<file path="config.mk">
export PLATFORM = sky130hd
export DESIGN_NAME = event_generator_flat
export DESIGN_NICKNAME = d
export VERILOG_FILES = /design/src/rtl/event_generator_if.sv /design/src/rtl/event_generator.sv /design/src/flat_wrapper.sv
export SDC_FILE = /design/constraint.sdc
export NUM_CORES = 1
export LEC_CHECK = 0
export CORE_AREA = 2 2 188 190
export DETAILED_ROUTE_END_ITERATION = 6
export DIE_AREA = 0 0 190 192
export GPL_TIMING_DRIVEN = 0
export PLACE_DENSITY = 0.63
export SYNTH_ARGS = -nofsm -noshare
export SYNTH_HDL_FRONTEND = slang
export SYNTH_SLANG_ARGS = --single-unit
</file>
<file path="constraint.sdc">
create_clock -name clk -period 3 [get_ports clk]
set_input_delay 0.6 -clock clk [delete_from_list [all_inputs] [get_ports clk]]
set_output_delay 0.6 -clock clk [all_outputs]
set_load 0.02 [all_outputs]
</file>
<file path="src/rtl/event_generator_if.sv">
// -----------------------------------------------------------------------------
// event_generator_if
// Memory-mapped register bus used by event_generator.
//   req    : transfer request, qualified by we (1 = write, 0 = read)
//   we     : write enable
//   addr   : byte address (only 0x00..0x0C decode; word aligned)
//   wdata  : write data
//   rdata  : read data, valid the cycle after the read request
//   rvalid : one-cycle strobe marking rdata valid
// The slave is always ready: every request is accepted in the cycle it is
// presented.
// -----------------------------------------------------------------------------
interface event_generator_if;
  logic        req;
  logic        we;
  logic [31:0] addr;
  logic [31:0] wdata;
  logic [31:0] rdata;
  logic        rvalid;

  modport master (output req, we, addr, wdata, input rdata, rvalid);
  modport slave  (input req, we, addr, wdata, output rdata, rvalid);
endinterface

</file>
<file path="src/rtl/event_generator.sv">
// -----------------------------------------------------------------------------
// event_generator
// Register-programmed event pulse source. Software programs COUNT and PERIOD,
// issues a start through CTRL, and the block emits COUNT one-cycle pulses on
// event_active spaced PERIOD cycles apart (PERIOD 0 behaves as 1). Continuous
// mode runs until stopped.
//
// Ports
//   clk          : system clock
//   rst_n        : asynchronous active-low reset
//   bus          : register bus slave (event_generator_if.slave)
//   event_active : one-cycle event pulse
//   busy         : run in progress
//   done         : sticky run-complete flag, cleared by the next start
//   trigger      : external start (only with EVENT_GENERATOR_TRIGGER_EN)
//
// Registers (byte offsets)
//   0x00 CTRL    W: b0 start, b1 stop, b2 continuous, b3 arm
//                R: b0 busy, b1 done, b2 aborted, b3 armed
//   0x04 COUNT   RW pulses per run
//   0x08 PERIOD  RW cycles between pulse rising edges
//   0x0C EMITTED R  pulses emitted in the current or last run
//
// Build option: define EVENT_GENERATOR_TRIGGER_EN to add the trigger port,
// its synchronizer/edge detector and the arm bit. Without it, CTRL bit3 is
// ignored on write and reads as 0.
// -----------------------------------------------------------------------------
module event_generator (
  input  logic             clk,
  input  logic             rst_n,
  event_generator_if.slave bus,
  output logic             event_active,
  output logic             busy,
  output logic             done
`ifdef EVENT_GENERATOR_TRIGGER_EN
  ,
  input  logic             trigger
`endif
);

  // One-hot so event_active is a straight decode of a single state flop.
  typedef enum logic [3:0] {
    S_IDLE  = 4'b0001,
    S_PULSE = 4'b0010,
    S_GAP   = 4'b0100,
    S_DONE  = 4'b1000
  } state_t;

  state_t      r_state;
  state_t      w_next;

  logic [31:0] r_count;
  logic [31:0] r_period;
  logic [31:0] r_wcount;
  logic [31:0] r_wperiod;
  logic        r_wcont;
  logic [31:0] r_gap;
  logic [31:0] r_emitted;
  logic        r_done;
  logic        r_aborted;
  logic [31:0] r_rdata;
  logic        r_rvalid;

  logic        w_addr_ok;
  logic        w_wr;
  logic        w_rd;
  logic        w_ctrl_wr;
  logic        w_stop_cmd;
  logic        w_sw_start;
  logic        w_idle;
  logic        w_trig_start;
  logic        w_start;
  logic        w_start_cont;
  logic        w_armed;
  logic [31:0] w_emitted_inc;
  logic        w_last;
  logic [31:0] w_rdata;

  // Only the four word-aligned offsets decode; anything else is ignored on
  // write and reads as zero.
  assign w_addr_ok  = (bus.addr[31:4] == 28'd0) && (bus.addr[1:0] == 2'b00);
  assign w_wr       = bus.req &  bus.we & w_addr_ok;
  assign w_rd       = bus.req & ~bus.we;
  assign w_ctrl_wr  = w_wr && (bus.addr[3:2] == 2'd0);
  assign w_stop_cmd = w_ctrl_wr & bus.wdata[1];
  // Stop wins over a simultaneous start.
  assign w_sw_start = w_ctrl_wr & bus.wdata[0] & ~bus.wdata[1];
  assign w_idle     = (r_state == S_IDLE);

`ifdef EVENT_GENERATOR_TRIGGER_EN
  logic r_sync1;
  logic r_sync2;
  logic r_sync3;
  logic r_trig_edge;
  logic r_armed;
  logic r_cont_cfg;

  assign w_trig_start = r_trig_edge & r_armed & w_idle & ~w_stop_cmd & ~w_sw_start;
  // A triggered run takes its continuous bit from the last CTRL write.
  assign w_start_cont = w_sw_start ? bus.wdata[2] : r_cont_cfg;
  assign w_armed      = r_armed;

  always_ff @(posedge clk or negedge rst_n) begin
    if (!rst_n) begin
      r_sync1     <= 1'b0;
      r_sync2     <= 1'b0;
      r_sync3     <= 1'b0;
      r_trig_edge <= 1'b0;
      r_armed     <= 1'b0;
      r_cont_cfg  <= 1'b0;
    end else begin
      r_sync1     <= trigger;
      r_sync2     <= r_sync1;
      r_sync3     <= r_sync2;
      r_trig_edge <= r_sync2 & ~r_sync3;
      if (w_stop_cmd || w_trig_start) begin
        r_armed <= 1'b0;
      end else if (w_ctrl_wr && bus.wdata[3]) begin
        r_armed <= 1'b1;
      end
      if (w_ctrl_wr) begin
        r_cont_cfg <= bus.wdata[2];
      end
    end
  end
`else
  assign w_trig_start = 1'b0;
  assign w_start_cont = bus.wdata[2];
  assign w_armed      = 1'b0;
`endif

  // A start while busy is dropped here: only an idle block can start.
  assign w_start       = w_idle & (w_sw_start | w_trig_start);
  assign w_emitted_inc = r_emitted + 32'd1;
  assign w_last        = ~r_wcont && (w_emitted_inc == r_wcount);

  // State register
  always_ff @(posedge clk or negedge rst_n) begin
    if (!rst_n) begin
      r_state <= S_IDLE;
    end else begin
      r_state <= w_next;
    end
  end

  // Next-state logic
  always_comb begin
    w_next = r_state;
    unique case (r_state)
      S_IDLE: begin
        if (w_start) begin
          w_next = ((r_count == 32'd0) && !w_start_cont) ? S_DONE : S_PULSE;
        end
      end
      S_PULSE: begin
        if (w_stop_cmd) begin
          w_next = S_IDLE;
        end else if (w_last) begin
          w_next = S_DONE;
        end else if (r_wperiod < 32'd2) begin
          w_next = S_PULSE;
        end else begin
          w_next = S_GAP;
        end
      end
      S_GAP: begin
        if (w_stop_cmd) begin
          w_next = S_IDLE;
        end else if (r_gap == 32'd0) begin
          w_next = S_PULSE;
        end
      end
      S_DONE: begin
        w_next = S_IDLE;
      end
      default: begin
        w_next = S_IDLE;
      end
    endcase
  end

  // Output decode
  always_comb begin
    event_active = (r_state == S_PULSE);
    busy         = ~w_idle;
    done         = r_done;
  end

  // Register file, run bookkeeping and read port
  always_ff @(posedge clk or negedge rst_n) begin
    if (!rst_n) begin
      r_count   <= 32'd0;
      r_period  <= 32'd0;
      r_wcount  <= 32'd0;
      r_wperiod <= 32'd0;
      r_wcont   <= 1'b0;
      r_gap     <= 32'd0;
      r_emitted <= 32'd0;
      r_done    <= 1'b0;
      r_aborted <= 1'b0;
      r_rdata   <= 32'd0;
      r_rvalid  <= 1'b0;
    end else begin
      if (w_wr && (bus.addr[3:2] == 2'd1)) r_count  <= bus.wdata;
      if (w_wr && (bus.addr[3:2] == 2'd2)) r_period <= bus.wdata;

      if (w_start) begin
        r_wcount  <= r_count;
        r_wperiod <= r_period;
        r_wcont   <= w_start_cont;
        r_emitted <= 32'd0;
        r_done    <= 1'b0;
        r_aborted <= 1'b0;
      end else begin
        // A pulse already on the output when stop lands is still counted;
        // continuous runs wrap naturally at 32 bits.
        if (r_state == S_PULSE) r_emitted <= w_emitted_inc;
        if (w_stop_cmd && !w_idle) r_aborted <= 1'b1;
        if ((r_state == S_DONE) && !w_stop_cmd) r_done <= 1'b1;
      end

      // Loaded on every pulse; only consumed when the next state is GAP,
      // which requires PERIOD >= 2, so the subtraction never underflows in use.
      if (r_state == S_PULSE) begin
        r_gap <= r_wperiod - 32'd2;
      end else if (r_state == S_GAP) begin
        r_gap <= r_gap - 32'd1;
      end

      r_rvalid <= w_rd;
      if (w_rd) r_rdata <= w_rdata;
    end
  end

  always_comb begin
    w_rdata = 32'd0;
    if (w_addr_ok) begin
      unique case (bus.addr[3:2])
        2'd0:    w_rdata = {28'd0, w_armed, r_aborted, r_done, busy};
        2'd1:    w_rdata = r_count;
        2'd2:    w_rdata = r_period;
        default: w_rdata = r_emitted;
      endcase
    end
  end

  assign bus.rdata  = r_rdata;
  assign bus.rvalid = r_rvalid;

endmodule

</file>
<file path="src/flat_wrapper.sv">
// flat-port wrapper written by rule: the top's interface ports become plain ports
module event_generator_flat 
  (clk, rst_n, event_active, busy, done, bus_req, bus_we, bus_addr, bus_wdata, bus_rdata, bus_rvalid);
  event_generator_if bus_i ();
  input  logic clk;
  input  logic rst_n;
  output logic event_active;
  output logic busy;
  output logic done;
  input wire logic [$bits(bus_i.req)-1:0] bus_req;
  input wire logic [$bits(bus_i.we)-1:0] bus_we;
  input wire logic [$bits(bus_i.addr)-1:0] bus_addr;
  input wire logic [$bits(bus_i.wdata)-1:0] bus_wdata;
  output wire logic [$bits(bus_i.rdata)-1:0] bus_rdata;
  output wire logic [$bits(bus_i.rvalid)-1:0] bus_rvalid;
  assign bus_i.req = bus_req;
  assign bus_i.we = bus_we;
  assign bus_i.addr = bus_addr;
  assign bus_i.wdata = bus_wdata;
  assign bus_rdata = bus_i.rdata;
  assign bus_rvalid = bus_i.rvalid;
  event_generator u_core (.clk(clk), .rst_n(rst_n), .bus(bus_i), .event_active(event_active), .busy(busy), .done(done));
endmodule
</file>
# Word level (Yosys, flattened, before mapping)
# Index checks and enable logic that the tools add are counted.
[word_totals]
ff_bits = 232
in_bits = 68
word_cells = 75
[classes]
addsub = 3
magnitude_cmp = 1
n_eq_ne = 9
n_mux = 18
bitwise_logic = 11
n_reduce_logical = 21
[ops]
columns = ["op", "count"]
rows = [
  ["$mux W32", 5],
  ["$pmux W32 S3", 1],
  ["$logic_not A32 Y1", 2],
  ["$add A32 B1 Y32 const B", 1],
  ["$eq A32 B32 Y1", 1],
  ["$lt A32 B2 Y1 const B", 1],
  ["$sub A32 B1 Y32 const B", 1],
  ["$sub A32 B2 Y32 const B", 1],
  ["$logic_not A28 Y1", 1],
  ["$mux W4", 6],
  ["$pmux W4 S3", 1],
  ["$logic_and A1 B1 Y1", 8],
  ["$reduce_bool A2 Y1", 4],
  ["$and A1 B1 Y1", 7],
  ["$eq A4 B1 Y1 const B", 1],
  ["$eq A4 B2 Y1 const B", 1],
  ["$eq A4 B3 Y1 const B", 1],
  ["$eq A4 B4 Y1 const B", 1],
  ["$logic_not A2 Y1", 2],
  ["$mux W1", 4],
  ["$not A1 Y1", 4],
  ["$logic_not A1 Y1", 3],
  ["$mux W3", 1],
  ["$ne A3 B1 Y1 const B", 1],
  ["4 further kinds", 4],
]

# Depth between registers and ports, before layout
[depth]
word_depth = 9
ltp_mapped = 10

# Worst setup path after synthesis
# No wires, ideal clock.
[synth_timing]
path_kind = "input port to flip-flop"
from = "input port bus_addr[21]"
to = "register u_core.r_wperiod[10]"
setup_time_ns = 0.125
t_arrival_ns = 2.902
required_time_ns = 2.875
path_slack_ns = -0.026
path_stages = 9
path_buffers = 3
cell_sequence = "nor4_1 nand2_1 nor4_1 and3_1 and3_1 clkbuf_1 clkbuf_1 buf_2 mux2_2"
[synth_between]
elab_chain_len = 7
[synth_lines]
columns = ["item", "line", "source"]
rows = [
  ["start, declared", "flat_wrapper.sv:12", "input wire logic [$bits(bus_i.addr)-1:0] bus_addr;"],
  ["$logic_not A28 Y1", "event_generator.sv:81", "assign w_addr_ok = (bus.addr[31:4] == 28'd0) && (bus.addr[1:0] == 2'b00);"],
  ["$logic_and A1 B1 Y1", "event_generator.sv:81", ""],
  ["$and A1 B1 Y1", "event_generator.sv:82", "assign w_wr = bus.req & bus.we & w_addr_ok;"],
  ["$logic_and A1 B1 Y1", "event_generator.sv:84", "assign w_ctrl_wr = w_wr && (bus.addr[3:2] == 2'd0);"],
  ["$and A1 B1 Y1 (2 in a row)", "event_generator.sv:87", "assign w_sw_start = w_ctrl_wr & bus.wdata[0] & ~bus.wdata[1];"],
  ["$and A1 B1 Y1", "event_generator.sv:133", "assign w_start = w_idle & (w_sw_start | w_trig_start);"],
  ["end signal, assigned", "event_generator.sv:209", "r_wperiod <= r_period;"],
  ["end, declared", "event_generator.sv:55", "logic [31:0] r_wperiod;"],
]
# Every way passes these cells.
# A chain may end at the register's enable or synchronous reset.

# Worst setup path after layout
[layout_timing]
from = "register u_core.r_emitted[1]"
to = "register u_core.r_state[3]"
[layout_between]
elab_chain_len = 6
[layout_lines]
columns = ["item", "line", "source"]
rows = [
  ["start, declared", "event_generator.sv:58", "logic [31:0] r_emitted;"],
  ["start signal, assigned", "event_generator.sv:217", "if (r_state == S_PULSE) r_emitted <= w_emitted_inc;"],
  ["$add A32 B1 Y32", "event_generator.sv:134", "assign w_emitted_inc = r_emitted + 32'd1;"],
  ["$eq A32 B32 Y1", "event_generator.sv:135", "assign w_last = ~r_wcont && (w_emitted_inc == r_wcount);"],
  ["$logic_and A1 B1 Y1", "event_generator.sv:135", ""],
  ["$mux W4", "event_generator.sv:158", "end else if (w_last) begin"],
  ["$mux W4", "event_generator.sv:156", "if (w_stop_cmd) begin"],
  ["$pmux W4 S3", "event_generator.sv:149", "unique case (r_state)"],
  ["end signal, assigned", "event_generator.sv:142", "r_state <= w_next;"],
  ["end, declared", "event_generator.sv:49", "state_t r_state;"],
]
# Every way passes these cells.

==> results.ini <==
[worst_hold_path]
min_path_type = reg -> reg

[place]
placed_cells = 1673
dpl_cell_area_mm2 = 0.0136
numPortBuffers = 101
hpwlAfterDp_um = 24800
gp_congestion = 0.882

[sta]
period_needed_ns = 3.07
tns_ns = -0.0711
drv_slew = 0
slew_headroom_pct = 46.7
rsz0062_at_grt = yes
fmax_mhz = 326
clock_skew_ns = 0.0133
worstMarginPinSlew_ns = 0.797
hold_viol_final = 0
setup_ws_ns = -0.0711
finalCritPeriodShare_pct = 102
setup_viol = 1

[worst_setup_path]
critPathMaxStageDelay_ns = 0.57
cp.depth = 8
worstPathMaxFanout = 5
path_cells = nand4_4 > or4_4 > a211oi_4 > and4b_1 > o2111ai_1 > or4b_4 > or4b_4 > a21oi_2
arrival_ns = 3.53
ff2ff_setup_slack_ns = -0.07
crit_start = u_core.r_emitted[1]$_DFFE_PN0P_
rr_endpoint = u_core.r_state[3]$_DFFE_PN0P_
critPathBufInv = 0
path_delay_family = simple AND/OR/NAND/NOR gates
r2r.worst_path.cells = 8
crit_path_frequent_cell = or4b_4
slowest_stage = or4_4
worstSetupPathType = reg -> reg
worstPathRequired_ns = 3.46
critPathCaptureType = flip-flop
reg2reg_from = u_core.r_emitted[1]$_DFFE_PN0P_
startpoint_type = flip-flop
cp-endpoint = u_core.r_state[3]$_DFFE_PN0P_

[synth]
yosysSeqAreaShare_pct = 48.7
synth_area_per_cell_um2 = 10.7
synthFlopType = dfrtp_1
synthCells = 1115
synthArstFlopShare_pct = 100
synth_fp_nets = 1186
synth_edf_count = 0
ys_seq_elements = 232
synthesis.area_mm2 = 0.0119
synth.distinct_cells = 65
ys.warnings.count = 0

[route]
ant_nets = 0
wl_per_cell_um = 19.7
first_pass_iters = 5
wl_um = 34000
drc = 0
vias_per_cell = 5.40
vias = 9302
drt_iter0_drc = 689

[clock_tree]
root_buffer = clkbuf_16
clk_path_buf_depth = 3
htreeDepth = 1
clk_pin_slew_worst_paths_ns = 0.06
tritoncts = built
clkSinkCount = 232
insertion_delay_ns = 0.53
cts_buffers = 26

[power]
report.power.total_mw = 6.70
cellPowerDensity_mw_per_mm2 = 455
irDropWorstVdd_uv = 361
p_leak_nw = 6.65

[outcome]
violations = setup timing
outcome = complete, but fails checks

[cells_and_area]
area_growth_pct = 23.6
layout-drive-gt1-share_pct = 22.6
n_antenna_cell = 0
final_nets = 1321
instances_no_fill = 1723
fin_area_mm2 = 0.0147
fin_util_pct = 43.0

[global_routing]
grt.total_usage_pct = 18.9
grt_pass1_vias = 9477
grt_max_degree = 101
grt_overflow = 0
grt_pass1_wl_um = 53700
antenna_found_initial = 0

[die]
die_x_um = 190
die-height_um = 192
coreArea_mm2 = 0.0343
fp.dieArea_mm2 = 0.0365
io_pins = 104
rows = 68
start_util_pct = 34.8

[flow_run]
maxCapViolations = 0

worst register-to-register path, delay by kind of cell, from the launching register on:
family / cells / cell delay [ns]
simple gates: 5 / 2.03
compound gates: 3 / 0.53
flops: 1 / 0.45
routing by layer:
metal / share of wire, % / wire (um) / track usage, % / vias to the layer above
li1: - / - / - / 4283
met1: 44 / 14900 / 24.8 / 4651
met5: 0 / 0 / 0 / -
met4: 4.6 / 1550 / 8.14 / 0
met3: 7.1 / 2410 / 4.42 / 72
met2: 45 / 15200 / 29.9 / 296
power by group:
part	internal, mW	switching (mW)
Combinational	0.125	0.147
Sequential	3.13	0.000131
Clock	1.99	1.30
state kept, by name, indices dropped and copies added, names as in the netlist:
signal / cells
u_core.r_period: 32
u_core.bus.rvalid: 1
u_core.bus.rdata: 32
u_core.r_state: 4
u_core.r_aborted: 1
u_core.r_wperiod: 32
u_core.r_count: 32
u_core.r_emitted: 32
u_core.r_wcont: 1
u_core.r_wcount: 32
u_core.done: 1
u_core.r_gap: 32
per-stage QoR:
stage	hold slack (ns)	setup WS (ns)
after CTS	0.479	-0.0399
after detailed placement	0.465	-1.26
after global routing	0.507	-0.163
final	0.472	-0.0711
after global placement	0.460	-8.74
after floorplan	0.304	0.0883
final cells by class:
| cell class | instances | area [um^2] |
|---|---|---|
| multi-input combinational | 807 | 5940 |
| fill | 3251 | 19600 |
| inverter | 9 | 38.8 |
| timing repair buffer | 118 | 1190 |
| buffer | 56 | 300 |
| sequential | 232 | 5810 |
| clock buffer | 34 | 742 |
| clock inverter | 12 | 143 |
| tap | 455 | 569 |
cells in the mapped netlist (all sizes together) (6+ instances only):
library cell | instances | area, um^2
inv | 8 | 30.0
and3 | 14 | 88.8
o22ai | 8 | 50.1
a21oi | 36 | 184
nand4 | 19 | 138
or3 | 6 | 37.5
a22oi | 31 | 233
mux2 | 156 | 1760
nand3 | 31 | 160
nand2b | 7 | 43.8
xor2 | 53 | 464
dfrtp | 231 | 5780
nor4 | 31 | 209
clkbuf | 39 | 146
xnor2 | 59 | 532
nor2 | 91 | 342
o21ai | 52 | 260
or4 | 12 | 90.1
nor4b | 6 | 52.6
nor3 | 35 | 185
buf | 28 | 151
nand2 | 96 | 360
worst min path at each step:
stage | startpoint | to | slack (ns) | depth (start not counted)
3_3_place_gp | u_core.bus.rdata[1]$_DFFE_PN0P_ | u_core.bus.rdata[1]$_DFFE_PN0P_ | 0.46 | 2
2_1_floorplan | rst_n | u_core.bus.rdata[0]$_DFFE_PN0P_ | 0.30 | 0
3_5_place_dp | u_core.bus.rdata[2]$_DFFE_PN0P_ | u_core.bus.rdata[2]$_DFFE_PN0P_ | 0.46 | 2
6_report | u_core.bus.rdata[2]$_DFFE_PN0P_ | u_core.bus.rdata[2]$_DFFE_PN0P_ | 0.47 | 2
4_1_cts | u_core.bus.rdata[2]$_DFFE_PN0P_ | u_core.bus.rdata[2]$_DFFE_PN0P_ | 0.48 | 2
5_1_grt | u_core.bus.rdata[27]$_DFFE_PN0P_ | u_core.bus.rdata[27]$_DFFE_PN0P_ | 0.51 | 2
placed cells by master (no fill, tap or decap), types with 5 or more instances in the layout:
master           count
xor2_1              53
buf_4               21
clkdlybuf4s50_1    100
a21oi_1             34
nand2_1             95
or3_1                6
nand2b_1             7
o22ai_1              8
clkbuf_1            29
nand3_1             30
buf_2                9
nor4_1              27
clkinv_2             7
buf_6                6
nand4_1             16
xnor2_1             57
dfrtp_2              5
nor2_1              88
mux2i_1              5
o21ai_0             51
nor3_1              31
and3_1              13
inv_1                8
or4_1                9
a22oi_1             31
dfrtp_1            226
clkbuf_16           27
mux2_2             156
kinds of logic after synthesis:
family / Yosys count / share of synthesized area [%]
AO/OA/AOI/OAI: 156 / 8.18
adder cells (fa/ha/maj): 3 / 0.315
XOR/XNOR: 112 / 8.36
multiplexers: 164 / 15.8
flip-flops: 232 / 48.7
buffers and inverters: 76 / 2.78
AND/OR/NAND/NOR: 372 / 15.9
timing repair:
action | CTS | global route
resized for setup | 44 | 18
buffers inserted | 14 | 0
pin swaps | 13 | 2
hold buffers | 1 | 0
hold endpoints to repair | 48 | 0
setup endpoints to repair | 170 | 99
Power figures use the tool's default switching activity.
